<file path="src/rtl/lc3_microsequencer.sv">
// LC-3 microsequencer: next-microstate address, BEN, interrupt latch, fetch counter.
// Optional memory-wait watchdog enabled by defining LC3_USEQ_WATCHDOG_EN.
module lc3_microsequencer #(
    parameter logic [5:0] RESET_STATE = 6'd18,
    parameter int         MAX_WAIT    = 16
) (
    input  logic        clk,
    input  logic        rst_n,
    input  logic        IRD,
    input  logic [2:0]  COND,
    input  logic [5:0]  J,
    input  logic        LD_BEN,
    input  logic [6:0]  IR,
    input  logic        N,
    input  logic        Z,
    input  logic        P,
    input  logic        R,
    input  logic        PSR15,
    input  logic        ACV,
    input  logic        int_req,
    output logic [5:0]  Addr_next_state,
    output logic        int_ack,
    output logic [5:0]  cur_state,
    output logic [15:0] fetch_count,
    output logic        mem_timeout
);

    logic        ben_q, ben_d;
    logic        int_pending_q, int_pending_d;
    logic [5:0]  cur_state_q;
    logic [15:0] fetch_count_q, fetch_count_d;
    logic [5:0]  addr;
    logic        ack;

    // IR port holds IR[15:9]: [6:3] opcode, [2] IR11, [1] IR10, [0] IR9
    always_comb begin
        addr = J;
        ack  = 1'b0;
        if (!rst_n) begin
            addr = RESET_STATE;
        end else if (IRD) begin
            addr = {2'b00, IR[6:3]};
        end else begin
            case (COND)
                3'b001: addr[1] = J[1] | R;
                3'b010: addr[2] = J[2] | ben_q;
                3'b011: addr[0] = J[0] | IR[2];
                3'b100: addr[3] = J[3] | PSR15;
                3'b101: begin
                    addr[4] = J[4] | int_pending_q;
                    ack     = int_pending_q;
                end
                3'b110: addr[5] = J[5] | ACV;
                default: addr = J;
            endcase
        end
    end

    always_comb begin
        ben_d = ben_q;
        if (LD_BEN)
            ben_d = (IR[2] & N) | (IR[1] & Z) | (IR[0] & P);
        // A new request in the same cycle as the acknowledge keeps the latch set
        int_pending_d = int_pending_q;
        if (int_req)
            int_pending_d = 1'b1;
        else if (ack)
            int_pending_d = 1'b0;
        fetch_count_d = fetch_count_q;
        if (addr == RESET_STATE)
            fetch_count_d = fetch_count_q + 16'd1;
    end

    always_ff @(posedge clk) begin
        if (!rst_n) begin
            ben_q         <= 1'b0;
            int_pending_q <= 1'b0;
            cur_state_q   <= RESET_STATE;
            fetch_count_q <= 16'd0;
        end else begin
            ben_q         <= ben_d;
            int_pending_q <= int_pending_d;
            cur_state_q   <= addr;
            fetch_count_q <= fetch_count_d;
        end
    end

`ifdef LC3_USEQ_WATCHDOG_EN
    localparam int WW = $clog2(MAX_WAIT + 1);
    localparam logic [WW-1:0] WAIT_LIMIT = WW'(MAX_WAIT);

    logic [WW-1:0] wait_q, wait_d;
    logic          timeout_q, timeout_d;

    always_comb begin
        wait_d = '0;
        if (!IRD && (COND == 3'b001) && !R)
            wait_d = (wait_q == WAIT_LIMIT) ? wait_q : wait_q + WW'(1);
        timeout_d = timeout_q | (wait_d == WAIT_LIMIT);
    end

    always_ff @(posedge clk) begin
        if (!rst_n) begin
            wait_q    <= '0;
            timeout_q <= 1'b0;
        end else begin
            wait_q    <= wait_d;
            timeout_q <= timeout_d;
        end
    end

    assign mem_timeout = timeout_q;
`else
    assign mem_timeout = 1'b0;
`endif

    assign Addr_next_state = addr;
    assign int_ack         = ack;
    assign cur_state       = cur_state_q;
    assign fetch_count     = fetch_count_q;

endmodule

</file>
<file path="config.mk">
export PLATFORM = sky130hd
export DESIGN_NAME = lc3_microsequencer
export DESIGN_NICKNAME = d
export VERILOG_FILES = /design/src/rtl/lc3_microsequencer.sv
export SDC_FILE = /design/constraint.sdc
export NUM_CORES = 1
export LEC_CHECK = 0
export CAP_MARGIN = 20
export CORE_MARGIN = 2
export CORE_UTILIZATION = 30
export CTS_CLUSTER_SIZE = 30
export DETAILED_ROUTE_END_ITERATION = 6
export PLACE_DENSITY = 0.58
export SETUP_SLACK_MARGIN = 0.05
export SKIP_LAST_GASP = 1
export SLEW_MARGIN = 20
export SYNTH_ARGS = -nofsm -noshare
export SYNTH_HDL_FRONTEND = slang
export SYNTH_SLANG_ARGS = --single-unit
</file>
<file path="constraint.sdc">
create_clock -name clk -period 3.1 [get_ports clk]
set_input_delay 0.62 -clock clk [delete_from_list [all_inputs] [get_ports clk]]
set_output_delay 0.62 -clock clk [all_outputs]
set_load 0.05 [all_outputs]
</file>
==> summary.txt, run 1 <==
Cells and area
  • Fin nets: 239
  • Share of layout cells above drive strength 1: a little under an eighth
  • Area growth syn-to-layout: 60.12%
  • Design area: just over 2000 um^2
  • Final Util: 50.12%
  • ANT cells: 0

Pwr
  • LEAKAGE: 0.0007002 uW
  • Max VDD drop: 0.2457 mV
  • Power per cell area: 322.6 nW/um^2

Timing
  • Min Tclk post-route: between 2 and 3 ns
  • Setup TNS: 0 ns
  • Final Hold Vio Count: 0
  • Fmax: 356.2 MHz
  • Tcrit/Tclk final: 90.56%
  • Clock Skews: around 0.0038 ns
  • Post-route setup slack: 0.2927 ns
  • Relative slew slack: 65.19%
  • Setup-failing EPs final: 0
  • Unrepaired setup endpoints after global routing: false
  • Final Max Slew Viols: 0
  • Worst Max-Slew Pin Slew: between 0.5 and 0.6 ns

Synth
  • Synthesized cell area: 1261 um^2
  • EDFF count, synth: 0
  • Largest cells by area after synthesis: dfxtp_1 (38%), a21oi_1 (6.7%), nand2_1 (4.8%), nand4b_1 (3.5%), nor2_1 (3.3%)
  • Register area share after synthesis: 38.10%
  • Leading area contributor after synthesis: dfxtp_1
  • Yosys cell types: 46
  • Top FF cell, synth: dfxtp_1
  • Area share of the largest cell type after synthesis: 38.10%
  • Synth warn: 0
  • Post-synth ARST share: 0%
  • Synth Register Bits: 24
  • Gate Count Post-Synth: 147
  • Syn avg cell area: approximately 8.6 um^2
  • Syn Nets: 175

Worst hold path
  • Hold/Removal Path Class: reg2reg

Routing
  • Total number of vias: 1384
  • Drt pass-1 iters: 6
  • 1st-iter DRT viols: 76
  • Drt wl/cell: between 10 and 15 um
  • Remaining antenna violation count after routing: 0
  • DRC Markers: 0
  • Vias per std cell: 5.344
  • Final WL: roughly 3600 um

Worst setup path
  • Worst setup EP type: output port
  • Worst reg-to-reg setup slack: between 1 and 1.5 ns
  • Type of the worst setup path: in2out
  • Worst-path fanout max: 7
  • CP required: between 2 and 2.5 ns
  • Startpoint Class: input port
  • Crit path DAT: 2.19 ns

Clock tree
  • Clock Latency Late Sink: 0.27 ns
  • CTS Root Cell: clkbuf_8
  • CTS tree: built
  • Max Root-Sink Buffers: 2
  • Clk slew on worst S/H paths: approximately 0.080 ns
  • Cts bufs inserted: 3
  • TritonCTS Sinks: 24
  • Resized Gates After CTS: 0
  • # Post-CTS Setup Buffers: 0
  • H-tree levels: 1
  • CTS Hold Buffers Added: 0

Global route
  • First-pass GRT wire length: roughly 5700 um
  • Grt total ovfl: 0
  • GRT Overall Usage: around 16%
  • Largest net degree at the start of global routing: 17
  • Vias in the first global route: 1286
  • Initial antenna violation count: 0

Die
  • Cell row count: 23
  • Die Y-Extent: ~69 um
  • Starting Density: between 30% and 40%
  • Core Box Area: 4029 um^2
  • # IOs: 57
  • Die X-Extent: 68.84 um
  • Die footprint: 4739 um^2

Placed design
  • PortBufs: 55
  • Placed cell area: approximately 2000 um^2
  • Detailed placement HPWL: 2797 um
  • Post-placement setup slack: 0.06233 ns
  • Placer Congestion: roughly 0.94

Flow run
  • MaxCap Viol Count: 0

Run status
  • Status: finished clean
-- critical path: stages --
cell             delay, ns
clkdlybuf4s50_1       0.57
nor4bb_1              0.44
nor3_1                0.14
o21ai_1               0.24
buf_12                0.17
-- worst paths after layout --
check,startpoint,cells after the start,end
max reg2reg,ben_q,5,fetch_count[9]
max,COND[0],5,Addr_next_state[1]
min reg2reg,fetch_count[15],2,fetch_count[15]
min,fetch_count[15],2,fetch_count[15]
-- synth_stat cells (all sizes together), types with 2 or more instances --
cell type / n
and4: 2
o221a: 2
a21oi: 17
nand2b: 2
nand3: 5
xnor2: 3
nor2: 11
mux2i: 2
buf: 2
nand4: 5
and4bb: 2
inv: 4
clkbuf: 2
o31ai: 5
o21ai: 8
nand4b: 5
or4: 2
dfxtp: 24
nand2: 16
nor4: 3
or4b: 2
nor3: 3
-- per-stage QoR --
step           total power, uW  cells  hold WS (ns)
3_5_place_dp             477.1    256        0.4828
4_1_cts                  657.9    259        0.4997
3_3_place_gp             476.5    256        0.4673
5_1_grt                  683.5    259        0.5238
6_report                 651.5    259        0.4928
2_1_floorplan            393.4    147        0.4627
-- power by group --
group          switching [uW]  internal, uW
clock network            94.3          86.9
registers                2.77           315
logic                    78.8          73.6
-- sequential cells by signal, indices dropped and copies added (netlist names) --
signal	count
fetch_count	16
cur_state	6
ben_q	1
int_pending_q	1
-- cell usage in the layout (no fill, tap or decap), types with 2 or more instances in the layout --
cell type / synthesis / final
clkdlybuf4s50_1: 0 / 48
dfxtp_1: 24 / 24
a21oi_1: 17 / 17
nand2_1: 16 / 16
nor2_1: 11 / 11
buf_4: 1 / 8
buf_12: 0 / 7
o21ai_0: 7 / 6
nand4b_1: 5 / 5
nand4_1: 5 / 5
nand3_1: 5 / 5
o31ai_1: 5 / 5
inv_1: 4 / 4
nor3_1: 3 / 3
xnor2_1: 3 / 3
clkbuf_8: 0 / 3
o221a_2: 2 / 2
o21ai_1: 1 / 2
or4_1: 2 / 2
or4b_1: 2 / 2
and4_1: 2 / 2
nor4_1: 2 / 2
nand2b_1: 2 / 2
mux2i_1: 2 / 2
-- layer usage --
layer  track usage, %  vias to the layer above  routed length (um)
met2            28.00                       66                1719
met1            18.57                      630                1498
li1                 -                      681                   -
met5                0                        -                   0
met3            4.221                        7                 277
met4            8.088                        0                  61
-- kinds of logic (layout without fill, tap and decap cells) --
| kind of cell | after synthesis | after routing | synth area share [%] |
|---|---|---|---|
| AO/OA/AOI/OAI | 40 | 40 | 20.63 |
| XOR/XNOR | 3 | 3 | 2.084 |
| adder cells (fa/ha/maj) | 1 | 1 | 0.9919 |
| buffers and inverters | 9 | 71 | 3.571 |
| flip-flops | 24 | 24 | 38.10 |
| multiplexers | 2 | 2 | 1.587 |
| other | 1 | 1 | 0.2973 |
| AND/OR/NAND/NOR | 67 | 67 | 32.74 |
-- area by class of cell --
| cell class | count | area, um^2 |
|---|---|---|
| clock buffers | 3 | 41.29 |
| fillers | 380 | 2009 |
| inverters | 5 | 18.77 |
| multi-input cells | 114 | 735.7 |
| flip-flops and latches | 24 | 480.5 |
| well taps | 50 | 62.56 |
| repair buffers | 63 | 680.7 |
Power figures use the tool's default switching activity.
==> run 2: changes to the inputs <==
GPL_TIMING_DRIVEN = 0   (was default)
SETUP_SLACK_MARGIN = 0.3   (was 0.05)
==> run 2 against run 1 <==
Net effect: sequential cell count stayed put; clock power is 18% higher; clock skew is 0.0021 ns lower; count of clock-buffer cells in the layout is 1 higher; global-route usage is 0.11 points lower; routed wire length is 1.8% higher; worst setup slack better by 0.059 ns; sequential share of layout area is 1.0 points higher; die area stayed put; non-clock buffer count is 3 lower; maximum frequency is 2.1% higher.
==> summary.txt, run 2 (same netlist as run 1, synthesis figures left out) <==
Run status
  • Status: finished clean

Timing
  • Clock Skews: 0.001632 ns (-0.002122 ns)
  • Final Hold Vio Count: 0 (unchanged)
  • Final Max Slew Viols: 0 (unchanged)
  • Relative slew slack: 58.45% (-6.7 points)
  • Unrepaired setup endpoints after global routing: true
  • Tcrit/Tclk final: 88.67% (-1.9 points)
  • Fmax: 363.8 MHz (+2.1%)
  • Setup-failing EPs final: 0 (unchanged)
  • Worst Max-Slew Pin Slew: 0.6185 ns (+0.09794 ns)
  • Min Tclk post-route: 2.749 ns (-0.05859 ns)
  • Setup TNS: 0 ns (unchanged)

Die
  • Die X-Extent: 68.84 um (unchanged)
  • Starting Density: 31.30% (unchanged)
  • Die footprint: 4739 um^2 (unchanged)
  • Core Box Area: 4029 um^2 (unchanged)
  • Cell row count: 23 (unchanged)
  • # IOs: 57 (unchanged)
  • Die Y-Extent: 68.84 um (unchanged)

Pwr
  • Power per cell area: 343.4 nW/um^2 (+6.5%)
  • LEAKAGE: 0.0006868 uW (-1.9%)
  • Max VDD drop: 0.1548 mV (-37%)

Worst setup path
  • Crit-path cells: clkdlybuf4s50_1 -> clkinv_2 -> clkbuf_2 -> a21oi_1 -> buf_2
  • Worst path slowest cell: clkdlybuf4s50_1
  • Max incr delay on CP: 0.62 ns (+0.05 ns)
  • Type of the worst setup path: in2out
  • R2R cell count: 5 (unchanged)
  • Worst setup EP type: output port
  • Startpoint Class: input port
  • Worst reg-to-reg setup slack: 0.98 ns (-0.05 ns)
  • Crit path DAT: 2.13 ns (-0.06 ns)
  • Worst reg2reg startpoint: ben_q
  • CP required: 2.48 ns (about the same)
  • Worst-path fanout max: 10 (+3)
  • Family with the most delay on the worst path: buffers and inverters
  • Buf/Inv on CP: 4 (+2)
  • Reg2reg end: fetch_count[9]

Routing
  • Vias per std cell: 5.405 (+1.1%)
  • Total number of vias: 1389 (+0.36%)
  • Drt wl/cell: 14.09 um (+2.6%)
  • Remaining antenna violation count after routing: 0 (unchanged)
  • Drt pass-1 iters: 4 (-2)
  • Final WL: 3620 um (+1.8%)
  • 1st-iter DRT viols: 57 (-25%)
  • DRC Markers: 0 (unchanged)

Clock tree
  • Clock Latency Late Sink: 0.26 ns (about the same)
  • H-tree levels: 1 (unchanged)
  • Clk slew on worst S/H paths: 0.08 ns (about the same)
  • TritonCTS Sinks: 24 (unchanged)
  • Max Root-Sink Buffers: 2 (unchanged)
  • CTS Root Cell: clkbuf_8
  • CTS tree: built
  • CTS Hold Buffers Added: 0 (unchanged)
  • Cts bufs inserted: 3 (unchanged)

Worst hold path
  • WHS Endpoint: fetch_count[15]
  • Hold/Removal Path Class: reg2reg
  • Hold wc startpoint: fetch_count[15]
  • Hold depth: 2 (unchanged)

Cells and area
  • Most common cell after layout, fill and taps aside: clkdlybuf4s50_1
  • Most frequent cells in the layout: clkdlybuf4s50_1 (44), dfxtp_1 (24), a21oi_1 (17), nand2_1 (16), nor2_1 (11)
  • ANT cells: 0 (unchanged)
  • Share of layout cells above drive strength 1: 12.08% (+0.12 points)
  • Final Util: 48.11% (-2.0 points)
  • Design area: 1938 um^2 (-4.0%)
  • Fin cells: 257 (-0.77%)
  • Area growth syn-to-layout: 53.67%
  • Max FFs per register: 16 (unchanged)
  • Fin nets: 236 (-1.3%)

Global route
  • First-pass GRT wire length: 5802 um (+1.1%)
  • Initial antenna violation count: 0 (unchanged)
  • GRT Overall Usage: 16.16% (-0.11 points)
  • Vias in the first global route: 1313 (+2.1%)
  • Largest net degree at the start of global routing: 14 (-3)
  • Grt total ovfl: 0 (unchanged)

Placed design
  • Placed cell count: 252 (-1.6%)
  • Detailed placement HPWL: 2891 um (+3.4%)
  • Placer Congestion: 0.8442 (-10%)
  • PortBufs: 55 (unchanged)
  • Placed cell area: 1874 um^2 (-5.2%)

Flow run
  • MaxCap Viol Count: 0 (unchanged)
[run 2: area by class of cell]
class | instances | area [um^2]
fillers | 391 | 2091
multi-input cells | 114 | 750.7
repair buffers | 56 | 540.5
flip-flops and latches | 24 | 480.5
well taps | 50 | 62.56
clock buffers | 4 | 55.05
plain buffers | 4 | 28.78
inverters | 5 | 20.02
[run 2: repair_timing]
action                     CTS  global route
resized for setup           36             2
setup buffers                1             0
setup endpoints to repair   11             3
pin swaps                    1             1
[run 2: how the worst max path moves through the flow]
stage	start	to	depth (start not counted)
after global routing	rst_n	Addr_next_state[2]	5
after CTS	rst_n	Addr_next_state[2]	5
after global placement	rst_n	Addr_next_state[2]	5
after floorplan	COND[2]	Addr_next_state[1]	3
final	rst_n	Addr_next_state[2]	5
after detailed placement	rst_n	Addr_next_state[2]	5
[run 2: metal layers]
layer	vias up	global-route usage (%)	share of wire [%]	routed length [um]
li1	681	-	-	-
met1	636	19.62	44	1598
met2	66	27.76	47	1699
met3	6	3.734	7.7	279
met4	0	5.882	1.2	43
met5	-	0	0	0
[run 2: power by group]
group | internal (uW) | switching (uW) | total [uW]
Clock | 113 | 101 | 214
Sequential | 315 | 2.46 | 318
Combinational | 56.9 | 76.9 | 134
Total | 485 | 180 | 666
[run 2: tightest hold or removal path, stage by stage, from the launching register on]
cell     delay [ns]
dfxtp_1        0.33
o31ai_1        0.07
a21oi_1        0.06
[run 2: metrics by stage]
stage | hold slack [ns] | total power, uW | setup WS [ns]
finish | 0.4980 | 665.6 | 0.3513
global route | 0.5397 | 690.9 | 0.2765
CTS | 0.4978 | 672.8 | 0.2328
detailed placement | 0.4835 | 459.6 | -0.4051
global placement | 0.4650 | 459.2 | -0.4208
floorplan | 0.4627 | 393.5 | 0.6697
==> run 3: changes to the inputs <==
CELL_PAD_IN_SITES_DETAIL_PLACEMENT = 0   (was default)
CELL_PAD_IN_SITES_GLOBAL_PLACEMENT = 1   (was default)
CORE_UTILIZATION = 29   (was 30)
PLACE_DENSITY = 0.76   (was 0.58)
SKIP_LAST_GASP = default   (was 1)
==> run 3 against run 2 <==
Net effect: sequential share of layout area shrank 0.14 points; critical path depth did not move; cell count rose by 0.39%; clock power is 2% higher; first-iteration DRC count up 19%; global-route usage decreased by 1.0 points; sequential power barely moved; non-clock buffer count up 1; critical path type unchanged; largest cell class unchanged.
==> summary.txt, run 3 (same netlist as run 1, synthesis figures left out) <==
Run status
  • Status: finished clean

Die
  • Die Y-Extent: 69.95 um (+1.6%)
  • Starting Density: 30.86% (-0.44 points)
  • Die X-Extent: 69.95 um (+1.6%)
  • Cell row count: 23 (unchanged)
  • Core Box Area: 4086 um^2 (+1.4%)
  • # IOs: 57 (unchanged)
  • Die footprint: 4892 um^2 (+3.2%)

Cells and area
  • Area growth syn-to-layout: 54.56%
  • Fin nets: 237 (+0.42%)
  • Share of layout cells above drive strength 1: 12.50% (+0.42 points)
  • Reg area: 480.5 um^2 (unchanged)
  • Max FFs per register: 16 (unchanged)
  • Area occupied by multi-input gates: 750.7 um^2 (unchanged)
  • Final Util: 47.70% (-0.40 points)
  • Most frequent cells in the layout: clkdlybuf4s50_1 (45), dfxtp_1 (24), a21oi_1 (17), nand2_1 (16), nor2_1 (11)
  • Most common cell after layout, fill and taps aside: clkdlybuf4s50_1
  • ANT cells: 0 (unchanged)
  • Filler cells: 400 (+2.3%)

Global route
  • Largest net degree at the start of global routing: 14 (unchanged)
  • Initial antenna violation count: 0 (unchanged)
  • Grt total ovfl: 0 (unchanged)
  • Vias in the first global route: 1365 (+4.0%)
  • First-pass GRT wire length: 6099 um (+5.1%)
  • GRT Overall Usage: 15.12% (-1.0 points)

Routing
  • Drt pass-1 iters: 4 (unchanged)
  • Final WL: 3548 um (-2.0%)
  • 1st-iter DRT viols: 68 (+19%)
  • DRC Markers: 0 (unchanged)
  • Drt wl/cell: 13.75 um (-2.4%)
  • Total number of vias: 1365 (-1.7%)
  • Remaining antenna violation count after routing: 0 (unchanged)
  • Vias per std cell: 5.291 (-2.1%)

Pwr
  • Int Power: 486.9 uW (+0.34%)
  • Power per cell area: 344.6 nW/um^2 (+0.34%)
  • Register share of total power: 47.2% (-0.5 points)
  • LEAKAGE: 0.0006903 uW (+0.51%)
  • Logic pwr share: 20.1% (about the same)
  • NetSw: 184.8 uW (+2.5%)
  • Switching part of the total: 27.51% (+0.42 points)
  • Total power: 671.8 uW (+0.92%)
  • Clock power frac: 32.6% (+0.4 points)
  • Max VDD drop: 0.1532 mV (-1.1%)

Timing
  • Clock Skews: 0.007053 ns (+0.005421 ns)
  • Relative slew slack: 60.41% (+2.0 points)
  • Setup-failing EPs final: 0 (unchanged)
  • Min Tclk post-route: 2.758 ns (+0.009638 ns)
  • Worst hold margin: 0.5021 ns (+0.004114 ns)
  • Tcrit/Tclk final: 88.98% (+0.31 points)
  • Unrepaired setup endpoints after global routing: true
  • Worst Max-Slew Pin Slew: 0.5893 ns (-0.02916 ns)
  • Final Hold Vio Count: 0 (unchanged)
  • Fmax: 362.5 MHz (-0.35%)
  • Final Max Slew Viols: 0 (unchanged)

Worst setup path
  • Worst reg-to-reg setup slack: 0.94 ns (-0.04 ns)
  • Worst setup EP type: output port
  • Worst reg2reg startpoint: ben_q
  • Crit path to: Addr_next_state[0]
  • Worst-path fanout max: 7 (-3)
  • Crit path DAT: 2.14 ns (about the same)
  • Type of the worst setup path: in2out
  • Reg2reg end: fetch_count[15]
  • Crit path from: IRD
  • R2R cell count: 5 (unchanged)
  • Startpoint Class: input port
  • CP required: 2.48 ns (about the same)

Placed design
  • Detailed placement HPWL: 2813 um (-2.7%)
  • Placer Congestion: 0.8467 (+0.30%)
  • PortBufs: 55 (unchanged)

Worst hold path
  • Hold depth: 2 (unchanged)
  • Hold/Removal Path Class: reg2reg

Clock tree
  • CTS Root Cell: clkbuf_8
  • Clock Latency Late Sink: 0.27 ns (about the same)
  • Clk slew on worst S/H paths: 0.08 ns (about the same)
  • TritonCTS Sinks: 24 (unchanged)
  • H-tree levels: 1 (unchanged)
  • CTS tree: built
  • Max Root-Sink Buffers: 2 (unchanged)
  • Cts bufs inserted: 3 (unchanged)

Flow run
  • MaxCap Viol Count: 0 (unchanged)
==> run 3: cell types whose count changed in the layout (fill, tap and decap cells not counted) <==
cell	change
clkbuf_4	+1
clkbuf_2	-1
buf_4	+1
o21ai_0	-1
dlygate4sd2_1	-1
o21ai_1	+1
clkdlybuf4s50_1	+1
==> run 3: layer usage <==
metal | wire [um] | vias to the layer above | global-route usage (%)
li1 | - | 689 | -
met1 | 1625 | 618 | 18.63
met2 | 1652 | 54 | 26.14
met3 | 240 | 4 | 3.463
met4 | 29 | 0 | 4.487
met5 | 0 | - | 0
==> run 3: what timing repair did <==
item,CTS,global route
hold buffers,0,0
pin swaps,1,1
resized for setup,33,8
setup buffers,1,1
setup endpoints to repair,10,9
==> run 3: area by class of cell <==
class,count,share of cell area (%)
buffer,4,1.605
clock buffer,4,2.824
sequential,24,24.65
inverter,5,1.027
tap,50,3.209
multi-input combinational,114,38.51
timing repair buffer,57,28.18
==> run 3: worst max-delay path: stages <==
cell and delay (ns):
clkdlybuf4s50_1 0.59, inv_1 0.16, o21ai_0 0.33, a21oi_1 0.08, clkdlybuf4s15_2 0.35
==> run 3: stage by stage <==
stage / TNS, ns / std cells / instance area [um^2] / worst slack, ns
4_1_cts: 0 / 257 / 1942 / 0.2577
5_1_grt: 0 / 258 / 1949 / 0.2431
3_5_place_dp: -1.669 / 252 / 1874 / -0.3993
3_3_place_gp: -1.680 / 252 / 1874 / -0.3900
2_1_floorplan: 0 / 147 / 1261 / 0.6697
6_report: 0 / 258 / 1949 / 0.3416
==> run 3: worst min-delay path by stage <==
stage | to | slack, ns | startpoint
5_1_grt | fetch_count[14] | 0.54 | fetch_count[14]
2_1_floorplan | int_pending_q | 0.46 | int_pending_q
4_1_cts | int_pending_q | 0.51 | int_pending_q
3_3_place_gp | fetch_count[15] | 0.46 | fetch_count[15]
3_5_place_dp | int_pending_q | 0.49 | int_pending_q
6_report | fetch_count[14] | 0.50 | fetch_count[14]
==> run 3: power groups by stage <==
stage | logic [uW] | registers, uW | clock network, uW
final | 135 | 317 | 219
after detailed placement | 135 | 325 | 0
after global placement | 135 | 324 | 0
after global routing | 145 | 318 | 238
after CTS | 134 | 317 | 226
after floorplan | 50.9 | 343 | 0
